--- src/rtl/sensor_meas_sched_pkg.sv ---
// Shared types and constants for the sensor measurement scheduler.
package sensor_meas_sched_pkg;

  typedef enum logic [2:0] {
    ST_IDLE        = 3'd0,
    ST_REQ         = 3'd1,
    ST_WAIT_DONE   = 3'd2,
    ST_BACKOFF     = 3'd3,
    ST_WAIT_PERIOD = 3'd4,
    ST_FAULT       = 3'd5
  } state_e;

  localparam int CODE_W = 16;
  localparam int SUM_W  = 18;

  function automatic int max3(input int a, input int b, input int c);
    int m;
    m = (a > b) ? a : b;
    return (m > c) ? m : c;
  endfunction

endpackage

--- src/rtl/sensor_meas_sched_if.sv ---
// Scheduler <-> I2C engine / display path bus. master = scheduler, slave = engine + consumer.
interface sensor_meas_sched_if;
  import sensor_meas_sched_pkg::*;

  logic              meas_req;
  logic              meas_done;
  logic              meas_err;
  logic [CODE_W-1:0] t_code_in;
  logic [CODE_W-1:0] h_code_in;
  logic [CODE_W-1:0] t_code;
  logic [CODE_W-1:0] h_code;
  logic              data_vld;

  modport master (
    output meas_req, t_code, h_code, data_vld,
    input  meas_done, meas_err, t_code_in, h_code_in
  );

  modport slave (
    input  meas_req, t_code, h_code, data_vld,
    output meas_done, meas_err, t_code_in, h_code_in
  );

endinterface

--- src/rtl/sensor_meas_sched_timer.sv ---
// Loadable down-counter: load with N, expire pulses on the N-th cycle after the load.
module sched_timer #(
  parameter int W = 8
) (
  input  logic         clk,
  input  logic         rst_n,
  input  logic         load,
  input  logic [W-1:0] load_val,
  output logic         expire
);

  logic [W-1:0] cnt_q;
  logic         armed_q;

  always_ff @(posedge clk or negedge rst_n) begin
    if (!rst_n) begin
      cnt_q   <= '0;
      armed_q <= 1'b0;
    end else if (load) begin
      cnt_q   <= load_val - W'(1);
      armed_q <= 1'b1;
    end else if (armed_q) begin
      if (cnt_q == '0) armed_q <= 1'b0;
      else             cnt_q   <= cnt_q - W'(1);
    end
  end

  assign expire = armed_q && (cnt_q == '0);

endmodule

--- src/rtl/sensor_meas_sched.sv ---
// Periodic sensor measurement scheduler with timeout, retry/back-off and fault latch.
// Define SENSOR_AVG_EN to output the mean of the last 4 accepted samples instead of the latest one.
module sensor_meas_sched
  import sensor_meas_sched_pkg::*;
#(
  parameter int PERIOD_CYC    = 50_000_000,
  parameter int TIMEOUT_CYC   = 5_000_000,
  parameter int RETRY_GAP_CYC = 500_000,
  parameter int MAX_RETRY     = 3
) (
  input  logic                clk,
  input  logic                rst_n,
  input  logic                start_en,
  sensor_meas_sched_if.master sif,
  output logic                busy,
  output logic                fault,
  output logic [7:0]          err_cnt
);

  localparam int TIMER_W = $clog2(max3(PERIOD_CYC, TIMEOUT_CYC, RETRY_GAP_CYC) + 1);
  localparam int RETRY_W = $clog2(MAX_RETRY + 1);
  localparam logic [TIMER_W-1:0] LD_TIMEOUT = TIMER_W'(TIMEOUT_CYC);
  localparam logic [TIMER_W-1:0] LD_GAP     = TIMER_W'(RETRY_GAP_CYC);
  localparam logic [TIMER_W-1:0] LD_PERIOD  = TIMER_W'(PERIOD_CYC);

  state_e               state_q, state_d;
  logic                 busy_q, fault_q, data_vld_q;
  logic [RETRY_W-1:0]   retry_q;
  logic [7:0]           err_cnt_q;
  logic [CODE_W-1:0]    t_code_q, h_code_q;
  logic                 accept, fail;
  logic                 tmr_load, tmr_exp;
  logic [TIMER_W-1:0]   tmr_val;

  sched_timer #(.W(TIMER_W)) u_timer (
    .clk      (clk),
    .rst_n    (rst_n),
    .load     (tmr_load),
    .load_val (tmr_val),
    .expire   (tmr_exp)
  );

  always_ff @(posedge clk or negedge rst_n) begin
    if (!rst_n) state_q <= ST_IDLE;
    else        state_q <= state_d;
  end

  // A started transaction always runs to completion; start_en only picks where it lands.
  always_comb begin
    state_d = state_q;
    accept  = 1'b0;
    fail    = 1'b0;
    case (state_q)
      ST_IDLE:      if (start_en) state_d = ST_REQ;
      ST_REQ:       state_d = ST_WAIT_DONE;
      ST_WAIT_DONE: begin
        if (sif.meas_done && !sif.meas_err) begin
          accept  = 1'b1;
          state_d = start_en ? ST_WAIT_PERIOD : ST_IDLE;
        end else if (sif.meas_err || tmr_exp) begin
          fail = 1'b1;
          if (!start_en)                              state_d = ST_IDLE;
          else if (retry_q == RETRY_W'(MAX_RETRY - 1)) state_d = ST_FAULT;
          else                                        state_d = ST_BACKOFF;
        end
      end
      ST_BACKOFF, ST_WAIT_PERIOD: begin
        if (!start_en)    state_d = ST_IDLE;
        else if (tmr_exp) state_d = ST_REQ;
      end
      ST_FAULT:     if (!start_en) state_d = ST_IDLE;
      default:      state_d = ST_IDLE;
    endcase
  end

  always_comb begin
    sif.meas_req = (state_q == ST_REQ);
    tmr_load     = 1'b0;
    tmr_val      = LD_TIMEOUT;
    if (state_d != state_q) begin
      case (state_d)
        ST_WAIT_DONE:   begin tmr_load = 1'b1; tmr_val = LD_TIMEOUT; end
        ST_BACKOFF:     begin tmr_load = 1'b1; tmr_val = LD_GAP;     end
        ST_WAIT_PERIOD: begin tmr_load = 1'b1; tmr_val = LD_PERIOD;  end
        default:        ;
      endcase
    end
  end

  always_ff @(posedge clk or negedge rst_n) begin
    if (!rst_n) begin
      busy_q    <= 1'b0;
      fault_q   <= 1'b0;
      retry_q   <= '0;
      err_cnt_q <= '0;
    end else begin
      busy_q  <= (state_d == ST_REQ) || (state_d == ST_WAIT_DONE);
      fault_q <= (state_d == ST_FAULT);
      if (state_d == ST_IDLE || accept) retry_q <= '0;
      else if (fail)                    retry_q <= retry_q + RETRY_W'(1);
      if (fail && err_cnt_q != 8'hFF)   err_cnt_q <= err_cnt_q + 8'd1;
    end
  end

`ifdef SENSOR_AVG_EN
  logic [CODE_W-1:0] t_buf [4];
  logic [CODE_W-1:0] h_buf [4];
  logic [SUM_W-1:0]  t_sum_p0, h_sum_p0;
  logic              vld_p0, prefill_q;

  function automatic logic [CODE_W-1:0] avg4(input logic [SUM_W-1:0] sum);
    return sum[CODE_W+1:2];
  endfunction

  // Stage p0: sample window and running sums; the first sample after IDLE fills the whole window.
  always_ff @(posedge clk) begin
    if (accept) begin
      if (prefill_q) begin
        for (int i = 0; i < 4; i++) begin
          t_buf[i] <= sif.t_code_in;
          h_buf[i] <= sif.h_code_in;
        end
        t_sum_p0 <= {sif.t_code_in, 2'b00};
        h_sum_p0 <= {sif.h_code_in, 2'b00};
      end else begin
        t_buf[0] <= sif.t_code_in;
        h_buf[0] <= sif.h_code_in;
        for (int i = 1; i < 4; i++) begin
          t_buf[i] <= t_buf[i-1];
          h_buf[i] <= h_buf[i-1];
        end
        t_sum_p0 <= t_sum_p0 - SUM_W'(t_buf[3]) + SUM_W'(sif.t_code_in);
        h_sum_p0 <= h_sum_p0 - SUM_W'(h_buf[3]) + SUM_W'(sif.h_code_in);
      end
    end
  end

  // Stage p1: divide by 4 and publish.
  always_ff @(posedge clk or negedge rst_n) begin
    if (!rst_n) begin
      vld_p0     <= 1'b0;
      prefill_q  <= 1'b1;
      data_vld_q <= 1'b0;
      t_code_q   <= '0;
      h_code_q   <= '0;
    end else begin
      vld_p0     <= accept;
      prefill_q  <= (state_q == ST_IDLE) || (prefill_q && !accept);
      data_vld_q <= vld_p0;
      if (vld_p0) begin
        t_code_q <= avg4(t_sum_p0);
        h_code_q <= avg4(h_sum_p0);
      end
    end
  end
`else
  always_ff @(posedge clk or negedge rst_n) begin
    if (!rst_n) begin
      data_vld_q <= 1'b0;
      t_code_q   <= '0;
      h_code_q   <= '0;
    end else begin
      data_vld_q <= accept;
      if (accept) begin
        t_code_q <= sif.t_code_in;
        h_code_q <= sif.h_code_in;
      end
    end
  end
`endif

  assign sif.t_code   = t_code_q;
  assign sif.h_code   = h_code_q;
  assign sif.data_vld = data_vld_q;
  assign busy         = busy_q;
  assign fault        = fault_q;
  assign err_cnt      = err_cnt_q;

endmodule

--- src/flat_wrapper.sv ---
// flat-port wrapper written by rule: the top's interface ports become plain ports
module sensor_meas_sched_flat import sensor_meas_sched_pkg::*;
#(
  parameter int PERIOD_CYC    = 50_000_000,
  parameter int TIMEOUT_CYC   = 5_000_000,
  parameter int RETRY_GAP_CYC = 500_000,
  parameter int MAX_RETRY     = 3
)
  (clk, rst_n, start_en, busy, fault, err_cnt, sif_meas_req, sif_t_code, sif_h_code, sif_data_vld, sif_meas_done, sif_meas_err, sif_t_code_in, sif_h_code_in);
  sensor_meas_sched_if sif_i ();
  input  logic clk;
  input  logic rst_n;
  input  logic start_en;
  output logic busy;
  output logic fault;
  output logic [7:0] err_cnt;
  output wire logic [$bits(sif_i.meas_req)-1:0] sif_meas_req;
  output wire logic [$bits(sif_i.t_code)-1:0] sif_t_code;
  output wire logic [$bits(sif_i.h_code)-1:0] sif_h_code;
  output wire logic [$bits(sif_i.data_vld)-1:0] sif_data_vld;
  input wire logic [$bits(sif_i.meas_done)-1:0] sif_meas_done;
  input wire logic [$bits(sif_i.meas_err)-1:0] sif_meas_err;
  input wire logic [$bits(sif_i.t_code_in)-1:0] sif_t_code_in;
  input wire logic [$bits(sif_i.h_code_in)-1:0] sif_h_code_in;
  assign sif_meas_req = sif_i.meas_req;
  assign sif_t_code = sif_i.t_code;
  assign sif_h_code = sif_i.h_code;
  assign sif_data_vld = sif_i.data_vld;
  assign sif_i.meas_done = sif_meas_done;
  assign sif_i.meas_err = sif_meas_err;
  assign sif_i.t_code_in = sif_t_code_in;
  assign sif_i.h_code_in = sif_h_code_in;
  sensor_meas_sched #(.PERIOD_CYC(PERIOD_CYC), .TIMEOUT_CYC(TIMEOUT_CYC), .RETRY_GAP_CYC(RETRY_GAP_CYC), .MAX_RETRY(MAX_RETRY)) u_core (.clk(clk), .rst_n(rst_n), .start_en(start_en), .sif(sif_i), .busy(busy), .fault(fault), .err_cnt(err_cnt));
endmodule
--- config.mk ---
export PLATFORM = sky130hd
export DESIGN_NAME = sensor_meas_sched_flat
export DESIGN_NICKNAME = d
export VERILOG_FILES = /design/src/rtl/sensor_meas_sched_pkg.sv /design/src/rtl/sensor_meas_sched_if.sv /design/src/rtl/sensor_meas_sched_timer.sv /design/src/rtl/sensor_meas_sched.sv /design/src/flat_wrapper.sv
export SDC_FILE = /design/constraint.sdc
export NUM_CORES = 1
export LEC_CHECK = 0
export CAP_MARGIN = 0
export CORE_MARGIN = 2
export CORE_UTILIZATION = 44
export CTS_CLUSTER_DIAMETER = 50
export DETAILED_ROUTE_END_ITERATION = 10
export GPL_TIMING_DRIVEN = 0
export HOLD_SLACK_MARGIN = 0.08
export PLACE_DENSITY = 0.77
export SYNTH_ARGS = -nofsm -noshare
export SYNTH_HDL_FRONTEND = slang
export SYNTH_SLANG_ARGS = --single-unit
--- constraint.sdc ---
create_clock -name clk -period 6.45 [get_ports clk]
set_input_delay 0.645 -clock clk [delete_from_list [all_inputs] [get_ports clk]]
set_output_delay 0.645 -clock clk [all_outputs]
set_load 0.01 [all_outputs]
After elaboration in Yosys (flattened, before gate mapping)
Cells that the tools add are included.
- add/sub/neg operators: 4
- equality and inequality tests: 14
- multiplexer cells: 27
- reductions and logical operators: 15
- operator list (operator ; number):
    2-to-1 mux 26 bit ; 4
    one-hot mux 26 bit (2 select lines) ; 1
    subtractor 26 x 1 -> 26 bit, second input constant ; 2
    2-to-1 mux 3 bit ; 9
    zero test 26 bit ; 1
    one-hot mux 3 bit (5 select lines) ; 1
    equality test 3 x 2 -> 1 bit, second input constant ; 4
    equality test 3 bit, second input constant ; 4
    2-to-1 mux 1 bit ; 10
    adder 8 x 1 -> 8 bit, second input constant ; 1
    != test 8 bit, second input constant ; 1
    equality test 3 x 1 -> 1 bit, second input constant ; 2
    zero test 3 bit ; 2
    2-to-1 mux 2 bit ; 2
    nonzero test 2 bit ; 2
    logical AND 1 bit ; 3
    logical OR 1 bit ; 3
    != test 3 bit ; 1
    OR reduction 3 bit ; 1
    adder 2 x 1 -> 2 bit, second input constant ; 1
    equality test 2 bit, second input constant ; 1
    != test 2 x 1 -> 1 bit, second input constant ; 1
    AND reduction 2 bit ; 1
    OR reduction 2 bit ; 1
    zero test 1 bit ; 1
- register bits: 75
- bits of input ports: 37
- output and inout port bits: 44
- logic and storage cells: 70

Logic depth before layout (Yosys ltp)
Gate-level depths: netlist of the first run.
- depth after elaboration: 12
- gate-level depth with buffers: 15

By module
From an unflattened synthesis of the first run, not the netlist that was laid out.
- cells, all modules: 403
- area, all modules: 4405.5 sq um
- by module, submodules not included (module ; instances ; cells an instance ; area an instance (sq um) ; seq. area each (sq um)):
    sched_timer ; 1 ; 243 ; 2242.2 ; 675.6
    sensor_meas_sched ; 1 ; 160 ; 2163.3 ; 1201.2

Least setup slack after synthesis of the first run
Ideal clock, no wire load.
- kind: input to register
- start point: input port sif_meas_err
- end point: register u_core.u_timer.cnt_q[4]
- library setup time: 0.122 ns
- arrival: 3.483 ns
- data required time: 6.328 ns
- path slack: 2.846 ns
- stages on the path: 12
- buffers on the path: 3
- cells stage by stage: clkbuf_1 -> or4b_1 -> a21oi_2 -> o21ai_2 -> a2bb2oi_2 -> buf_2 -> a21oi_1 -> nand2_1 -> ha_1 -> clkbuf_1 -> or4b_2 -> a32o_1
- cells in the longest elaborated chain, start to end: 10
- ends and longest elaborated chain (item ; RTL line ; source):
    start, declared ; flat_wrapper.sv:22 ; input wire logic [$bits(sif_i.meas_err)-1:0] sif_meas_err;
    logical OR 1 bit or zero test 1 bit (tied branches) ; sensor_meas_sched.sv:60, sensor_meas_sched.sv:57 ;
    2-to-1 mux 3 bit or logical AND 1 bit (tied branches) ; sensor_meas_sched.sv:60, sensor_meas_sched.sv:57 ;
    2-to-1 mux 3 bit * ; sensor_meas_sched.sv:57 ; if (sif.meas_done && !sif.meas_err) begin
    one-hot mux 3 bit (5 select lines) * ; sensor_meas_sched.sv:53 ; case (state_q)
    parallel branches: the longest is 6 deep, another holds subtractor 26 x 1 -> 26 bit ; - ;
    end signal, assigned ; sensor_meas_sched_timer.sv:20 ; cnt_q <= load_val - W'(1);
    end signal, assigned ; sensor_meas_sched_timer.sv:24 ; else cnt_q <= cnt_q - W'(1);
    end, declared ; sensor_meas_sched_timer.sv:12 ; logic [W-1:0] cnt_q;
Mark *: on every way between the ends.
A chain may end at the register's enable or synchronous reset.

Worst setup path after layout of the first run
- start point: input port sif_meas_err
- end point: register u_core.u_timer.cnt_q[12]
- cells in the longest elaborated chain, start to end: 10
- ends and longest elaborated chain (item ; RTL line):
    logical OR 1 bit or zero test 1 bit (tied branches) ; sensor_meas_sched.sv:60, sensor_meas_sched.sv:57
    2-to-1 mux 3 bit or logical AND 1 bit (tied branches) ; sensor_meas_sched.sv:60, sensor_meas_sched.sv:57
    2-to-1 mux 3 bit * ; sensor_meas_sched.sv:57
    one-hot mux 3 bit (5 select lines) * ; sensor_meas_sched.sv:53
    parallel branches: the longest is 6 deep, another holds subtractor 26 x 1 -> 26 bit ; -
Marks and branches as above.

==> flow_summary.toml, run 1 <==
[timing]
period_minus_slack_ns = 4.41
finalSetupViolCount = 0
tns_ns = 0
maxSlewViolCount = 0
setup_ws_ns = 2.04
tightest_slew_ns = 0.805
fin_crit_sh_pct = 68.4
fmaxAchievable_ghz = 0.227
finalHoldViolations = 0
rsz0062_at_grt = "no"
finalHoldWorstSlack_ns = 0.126
max_slew_margin_pct = 46.2
skew_ns = 0.0147

[global_route]
grt_pass1_vias = 3684
track_usage_pct = 23.3
globalRouteOverflowTotal = 0
grt_max_degree = 64
antenna_found_initial = 0
grt_pass1_wl_microns = 18500

[clocking]
ctsHoldBuffers = 0
cts_made_buffers = 9
postCtsResizedCells = 0
path_clk_slew_ns = 0.09
h-tree-depth = 3
cts_tree = "done"
clockBufferDepth = 2
clock_sinks = 75
cts-root-buf = "clkbuf_8"
cts_setup_buffers = 0
clkLatencyLatePin_ns = 0.36

[final_layout]
nets = 579
drive_gt1_share_pct = 9.56
num-fill-cells = 832
fin_util_pct = 57.1
area_growth_pct = 28.0
insertedDiodeCount = 0

[synthesis]
async_flop_share_pct = 100
synth_compound_area_share_pct = 15.4
yosys.area_share.simple_pct = 30.3
yosysTopAreaCell = "dfrtp_1"
synth_edf_count = 0
synth_top_family_by_area = "simple AND/OR/NAND/NOR gates"
yosysWarnings = 0
synthXorXnorAreaFrac_pct = 3.45
synthTopCellsByCount = "117 x nand2_1, 75 x dfrtp_1, 28 x nor2_1"
syn_inst = 448
synth_nets = 488
synth_mux_area_share_pct = 0.524
yosys-top-cells-area = "dfrtp_1 46%, nand2_1 11%, xnor2_1 2.8%, a21oi_1 2.6%, nor2_1 2.6%"
synth_cell_types = 70
yosys.area_share.adder_pct = 0.924
synth_area_per_cell_sq_um = 9.07
synth_seq_cells = 75
synth_seq_area_share_pct = 46.2
synth.most_common_cell = "nand2_1"
yosysTopAreaCellShare_pct = 46.2
synth_area_sq_um = 4060
ys.flop_type = "dfrtp_1"

[critical_path]
crit_chain = "clkdlybuf4s50_1 -> clkbuf_1 -> or4b_1 -> a21oi_2 -> o21ai_2 -> a2bb2oi_2 -> buf_2 -> a21oi_1 -> nand2_1 -> ha_1 -> clkbuf_1 -> nand3_1 -> a2111oi_1 -> and3_1 -> nor3_1"
cp_data_required_time_ns = 6.69
crit_top_cell = "clkbuf_1"
max_stage_delay_ns = 0.58
worstSetupPathType = "in -> reg"
cp-start-kind = "input port"
path_max_fanout = 10
endpoint_kind = "flop"
worstPathArrival_ns = 4.66
cp_slowest_cell = "a2111oi_1"

[routing]
detail_route.wl_per_cell_microns = 16.9
avgViaCountPerCell = 5.80
drt_iter0_drc = 323
vias = 3802
firstDrtPassIters = 5
drc = 0
ant_nets = 0
totalWireLength_microns = 11100

[die]
num_rows = 35
die_area_sq_um = 10000
core_sq_um = 9110
die_x_microns = 100
initial_core_util_pct = 44.6
io_pins = 81
die_h_microns = 100

[placed_design]
hpwl_microns = 8100
place_congestion = 0.918
port_buffers = 79
pre_cts_slack_ns = 1.79

[power_and_ir_drop]
p_comb_share_pct = 50.2
power_frac_clock_pct = 14.3
swShare_pct = 44.1
ir_drop_uv = 206
pwr-share-seq_pct = 35.5
leakagePower_nw = 2.22
p_int_w = 0.00135
powerDensity_nw_per_um2 = 464
switchingPower_w = 0.00107

[status]
outcome = "finished clean"

[worst_hold_path]
min_path_type = "in -> async"

[flow_run]
max_cap_viol_count = 0
==> metrics by stage <==
stage,instance area (sq um),power [W],std cells
after floorplan,4060,0.00156,448
after global placement,4990,0.00202,638
after detailed placement,5020,0.00206,639
after CTS,5200,0.00241,655
after global routing,5200,0.00260,655
final,5200,0.00241,655
==> layout make-up <==
type	instances	area, sq um	share of cell area [%]
Clock inverter	7	58.8	1.13
Clock buffer	9	124	2.38
Sequential cell	75	1880	36.1
Inverter	12	45.0	0.866
Tap cell	111	139	2.67
Multi-Input combinational cell	343	2060	39.5
Buffer	18	83.8	1.61
Timing Repair Buffer	80	816	15.7
==> final timing paths <==
kind / from / endpoint / slack (ns) / depth (start not counted)
max in group asynchronous: rst_n / u_core.u_timer.cnt_q[23] / 5.76 / 2
max: sif_meas_err / u_core.u_timer.cnt_q[12] / 2.04 / 15
max reg2reg: u_core.u_timer.cnt_q[6] / u_core.u_timer.cnt_q[12] / 2.29 / 13
min: rst_n / u_core.u_timer.cnt_q[11] / 0.13 / 1
min in group clk: u_core.sif.h_code[9] / u_core.sif.h_code[9] / 0.48 / 2
min reg2reg: u_core.sif.h_code[9] / u_core.sif.h_code[9] / 0.48 / 2
==> cells in the final DEF (no fill, tap or decap), drive strengths merged, types with 7 or more instances in the layout <==
cell type	netlist	final
a21oi	23	23
buf	8	10
nand2b	7	7
nand2	117	117
nand4	9	9
nand3	9	9
clkbuf	10	19
nor2	28	28
xnor2	13	13
clkdlybuf4s50	0	78
inv	12	16
nor3	21	21
o21ai	11	11
nor4	15	15
dfrtp	75	75
==> metal layers <==
| layer | global-route usage [%] | wire (microns) | part of all wire [%] |
|---|---|---|---|
| met4 | 11.1 | 282 | 2.6 |
| met1 | 31.5 | 4790 | 43 |
| met3 | 4.53 | 704 | 6.4 |
| met2 | 36.3 | 5280 | 48 |
| met5 | 0 | 0 | 0 |
==> worst max-delay path, delay by kind of cell <==
kind / cells / cell delay [ns]
buf+inv: 4 / 1.31
compound gates: 5 / 1.31
simple gates: 5 / 1.21
fa+ha+maj: 1 / 0.18
==> power groups by stage <==
stage / clock [W] / combinational, W / sequential [W]
finish: 0.000344 / 0.00121 / 0.000857
CTS: 0.000352 / 0.00121 / 0.000855
global placement: 0 / 0.00117 / 0.000851
floorplan: 0 / 0.000681 / 0.000881
detailed placement: 0 / 0.00120 / 0.000864
global route: 0.000375 / 0.00134 / 0.000887
==> flip-flops by register name (all words and copies together) (netlist names) <==
signal                  cells
u_core.retry_q              2
u_core.u_timer.armed_q      1
u_core.err_cnt              8
u_core.sif.data_vld         1
u_core.sif.h_code          16
u_core.fault                1
u_core.state_q              3
u_core.busy                 1
u_core.u_timer.cnt_q       26
u_core.sif.t_code          16
==> kinds of logic (layout without fill, tap and decap cells) <==
family	Yosys count	count (layout)
xor gates and xnor gates	16	16
AOI/OAI and AO/OA	80	80
DFF	75	75
buffers and inverters	30	126
muxes	2	2
and+or+nand+nor	242	242
adders and majority gates	3	3
Power figures use the tool's default switching activity.
==> run 2, diff against run 1 <==
PLACE_DENSITY = 0.8   (was 0.77)
clock period = 3.65 ns   (was 6.45 ns; I/O delays follow)
==> flow_summary.toml, run 2 (same netlist as run 1, synthesis figures left out) <==
[critical_path]
crit_top_cell = "nand2_1"
endpoint_kind = "flop"
cp.depth = 13
cp_num_buf_inv = 2
worstPathArrival_ns = 3.81
critPathTopFamily = "simple AND/OR/NAND/NOR gates"
r2r_cells = 13
cp-start-kind = "flop"
max_stage_delay_ns = 0.47
cp_slowest_cell = "nor4_2"
path_max_fanout = 10
worstSetupPathType = "reg -> reg"
crit_chain = "nor4_4 -> nand2_1 -> nor4_2 -> a2bb2oi_2 -> buf_6 -> a21oi_4 -> nand2_1 -> ha_1 -> clkbuf_4 -> nand4b_1 -> a211oi_2 -> a211oi_1 -> a311o_1"
cp_data_required_time_ns = 3.89

[die]
die_x_microns = 100
die_h_microns = 100
num_rows = 35
initial_core_util_pct = 44.6
io_pins = 81
die_area_sq_um = 10000
core_sq_um = 9110

[final_layout]
drive_gt1_share_pct = 11.2
num-fill-cells = 779
area_growth_pct = 30.3
postLayoutCellArea_sq_um = 5290
fin_util_pct = 58.1
multi_input_area_sq_um = 2130
register_area_sq_um = 1880
largest_reg_flops = 26
nets = 579
final_common_cell = "nand2_1"
insertedDiodeCount = 0
layout_common_cells = "117 x nand2_1, 77 x clkdlybuf4s50_1, 75 x dfrtp_1, 28 x nor2_1, 20 x a21oi_1"
top_register = "u_core.u_timer.cnt_q"

[placed_design]
hpwl_microns = 7920
port_buffers = 79
place_congestion = 0.963
pre_cts_slack_ns = -0.791
place_area_sq_um = 5020

[timing]
max_slew_margin_pct = 45.5
maxSlewViolCount = 0
setup_ws_ns = 0.0842
tightest_slew_ns = 0.816
fin_crit_sh_pct = 97.7
fmaxAchievable_ghz = 0.280
finalSetupViolCount = 0
period_minus_slack_ns = 3.57
tns_ns = 0
finalHoldViolations = 0
skew_ns = 0.0104

[global_route]
grt_pass1_vias = 3658
antenna_found_initial = 0
globalRouteOverflowTotal = 0
track_usage_pct = 22.0
grt_max_degree = 65
grt_pass1_wl_microns = 17800

[routing]
totalWireLength_microns = 10900
drt_iter0_drc = 470
detail_route.wl_per_cell_microns = 16.6
avgViaCountPerCell = 5.89
drc = 0
firstDrtPassIters = 5
ant_nets = 0
vias = 3856

[power_and_ir_drop]
leakagePower_nw = 2.25
powerDensity_nw_per_um2 = 821
ir_drop_uv = 368

[flow_run]
max_cap_viol_count = 0

[clocking]
h-tree-depth = 3
clkLatencyLatePin_ns = 0.36
clockBufferDepth = 2
clock_sinks = 75
cts_tree = "done"
cts_setup_buffers = 0
cts_made_buffers = 9
cts-root-buf = "clkbuf_8"
path_clk_slew_ns = 0.09

[status]
outcome = "finished clean"

[worst_hold_path]
min_path_type = "in -> async"
run 2: cell count changes in the layout (fill, tap and decap cells not counted), sizes merged:
cell / previous run / this run
clkbuf: 19 / 18
clkdlybuf4s50: 78 / 77
dlygate4sd3: 0 / 1
dlymetal6s2s: 0 / 1
run 2: per-layer routing:
layer / up-vias / GRT usage (%) / part of all wire, %
met5: - / 0 / 0
met4: 0 / 7.59 / 2.2
met3: 29 / 3.83 / 6.4
met2: 180 / 35.0 / 48
met1: 1864 / 30.6 / 44
li1: 1783 / - / -
run 2: cell type report:
type	count	share of cell area [%]
buffer	17	1.73
clock buffer	9	2.34
clock inverter	7	1.11
inverter	12	0.851
multi-input combinational	343	40.2
sequential	75	35.5
tap	111	2.63
timing repair buffer	81	15.7
run 2: worst paths after layout:
| kind | startpoint | endpoint | slack [ns] |
|---|---|---|---|
| max | u_core.u_timer.cnt_q[5] | u_core.u_timer.cnt_q[18] | 0.08 |
| min | rst_n | u_core.u_timer.cnt_q[10] | 0.38 |
| max reg2reg | u_core.u_timer.cnt_q[5] | u_core.u_timer.cnt_q[18] | 0.08 |
| min reg2reg | u_core.sif.h_code[15] | u_core.sif.h_code[15] | 0.48 |
| max in group asynchronous | rst_n | u_core.sif.h_code[8] | 2.70 |
| min in group clk | u_core.sif.h_code[15] | u_core.sif.h_code[15] | 0.48 |
run 2: power by group:
part / switching [W] / internal, W / leakage, nW
Sequential: 0.000350 / 0.00118 / 0.935
Clock: 0.000344 / 0.000259 / 0.0925
Combinational: 0.00122 / 0.000996 / 1.22
Total: 0.00191 / 0.00243 / 2.25
run 2: per-stage QoR:
| step | hold WS [ns] | total power [W] | std cells |
|---|---|---|---|
| after CTS | 0.377 | 0.00428 | 656 |
| after detailed placement | 0.225 | 0.00364 | 639 |
| after floorplan | 0.0694 | 0.00276 | 448 |
| after global routing | 0.401 | 0.00465 | 655 |
| final | 0.384 | 0.00434 | 655 |
| after global placement | 0.457 | 0.00355 | 638 |
run 2: what timing repair did:
action	in CTS	in global routing
resized for setup	5	13
setup endpoints to repair	7	8
pin swaps	0	1
endpoints found under the hold margin	11	0
hold buffers	1	0
==> run 3, diff against run 2 <==
CORE_UTILIZATION = 47   (was 44)
PLACE_DENSITY = 0.84   (was 0.8)
==> flow_summary.toml, run 3 (same netlist as run 1, synthesis figures left out) <==
[timing]
finalSetupViolCount = 0
finalHoldWorstSlack_ns = 0.477
period_minus_slack_ns = 3.52
maxSlewViolCount = 0
finalHoldViolations = 0
tightest_slew_ns = 0.825
fin_crit_sh_pct = 96.4
max_slew_margin_pct = 44.8
fmaxAchievable_ghz = 0.284
skew_ns = 0.00879

[status]
outcome = "finished clean"

[global_route]
use_met3_pct = 6.86
antenna_found_initial = 0
grt_pass1_wl_microns = 18500
globalRouteOverflowTotal = 0
grtUsageMet2_pct = 36.9
use_met1_pct = 32.5
track_usage_pct = 24.1
grt_max_degree = 47
grt_pass1_vias = 3729
grt-busiest-layer = "met2"

[critical_path]
cp-start-kind = "input port"
endpoint_kind = "flop"
cp_data_required_time_ns = 3.89
worstSetupPathType = "in -> reg"
startpoint = "sif_meas_err"
worstPathArrival_ns = 3.76
path_max_fanout = 10
regToRegStartpoint = "u_core.u_timer.cnt_q[7]"

[power_and_ir_drop]
p_comb_share_pct = 50.8
pwr-share-seq_pct = 34.9
power_frac_clock_pct = 14.3
switchingPower_w = 0.00195
p_int_w = 0.00243
ir_drop_uv = 454
swShare_pct = 44.5
powerDensity_nw_per_um2 = 829
leakagePower_nw = 2.27

[final_layout]
top_register = "u_core.u_timer.cnt_q"
nets = 581
drive_gt1_share_pct = 11.2
fin_util_pct = 63.7
multi_input_area_sq_um = 2120
area_growth_pct = 30.2
layout_common_cells = "117 x nand2_1, 77 x clkdlybuf4s50_1, 75 x dfrtp_1, 28 x nor2_1, 20 x a21oi_1"
num-fill-cells = 672
final_common_cell = "nand2_1"
largest_reg_flops = 26
insertedDiodeCount = 0
register_area_sq_um = 1880

[routing]
detail_route.wl_per_cell_microns = 17.4
drt_iter0_drc = 300
ant_nets = 0
totalWireLength_microns = 11300
vias = 3881
avgViaCountPerCell = 5.96
firstDrtPassIters = 5
drc = 0

[die]
die_area_sq_um = 9400
io_pins = 81
initial_core_util_pct = 48.9
num_rows = 33
die_x_microns = 97.0
die_h_microns = 97.0
core_sq_um = 8300

[flow_run]
max_cap_viol_count = 0

[placed_design]
place_congestion = 0.943
hpwl_microns = 8070
port_buffers = 79

[clocking]
clock_sinks = 75
h-tree-depth = 3
path_clk_slew_ns = 0.09
cts-root-buf = "clkbuf_8"
clockBufferDepth = 2
cts_tree = "done"
clkLatencyLatePin_ns = 0.36
cts_made_buffers = 9

[worst_hold_path]
min_path_type = "in -> async"
run 3: worst paths after layout:
kind                            cells past startpoint  slack [ns]                  endpoint
worst max register to register                     11        0.19  u_core.u_timer.cnt_q[16]
max in group asynchronous                           3        2.60   u_core.u_timer.cnt_q[0]
min in group clk                                    2        0.48      u_core.sif.h_code[6]
worst min-delay path                                2        0.48  u_core.u_timer.cnt_q[23]
worst max-delay path                               15        0.13  u_core.u_timer.cnt_q[18]
worst min register to register                      2        0.48      u_core.sif.h_code[6]
run 3: final cells by class:
| cell class | instances | area share [%] |
|---|---|---|
| sequential | 75 | 35.5 |
| tap | 105 | 2.48 |
| inverter | 12 | 0.852 |
| multi-input combinational | 343 | 40.0 |
| buffer | 17 | 1.73 |
| timing repair buffer | 83 | 15.9 |
| clock buffer | 9 | 2.34 |
| clock inverter | 7 | 1.11 |
run 3: worst max-delay path, stage by stage:
cell	delay, ns
clkdlybuf4s50_1	0.41
clkbuf_2	0.20
or4b_1	0.58
a21oi_4	0.20
o21ai_2	0.12
a2bb2oi_2	0.22
buf_6	0.19
a21oi_4	0.08
nand2_1	0.11
ha_1	0.19
clkbuf_4	0.21
nand4b_1	0.17
a211oi_1	0.27
a211oi_1	0.10
a311o_1	0.34
run 3: what timing repair did:
| item | in CTS | in global routing |
|---|---|---|
| gates resized for setup | 6 | 11 |
| hold endpoints to repair | 29 | 0 |
| pin swaps | 0 | 4 |
| setup endpoints to repair | 9 | 8 |
| setup buffers | 0 | 2 |
| hold buffers | 1 | 0 |
run 3: power by group through the flow:
stage / clock network, W / logic (W) / registers, W
after CTS: 0.000636 / 0.00215 / 0.00152
after global routing: 0.000670 / 0.00242 / 0.00157
after floorplan: 0 / 0.00120 / 0.00156
final: 0.000628 / 0.00223 / 0.00153
after detailed placement: 0 / 0.00212 / 0.00153
after global placement: 0 / 0.00205 / 0.00151
run 3: per-stage QoR:
step                      setup TNS (ns)  std cells  worst slack, ns  power, W  instance area [sq um]
after floorplan                        0        448            0.326   0.00276                   4060
after global placement            -35.08        632           -0.628   0.00356                   4980
after global routing             -0.0311        651          -0.0220   0.00466                   5290
final                                  0        651            0.132   0.00438                   5290
after CTS                              0        650           0.0485   0.00430                   5230
after detailed placement           -4.30        633           -0.716   0.00364                   5010
run 3: routing by layer:
layer / wire, microns / up-vias / part of all wire (%)
met5: 0 / - / 0
li1: - / 1791 / -
met4: 303 / 0 / 2.7
met3: 1360 / 42 / 12
met1: 4490 / 1799 / 40
met2: 5170 / 249 / 46
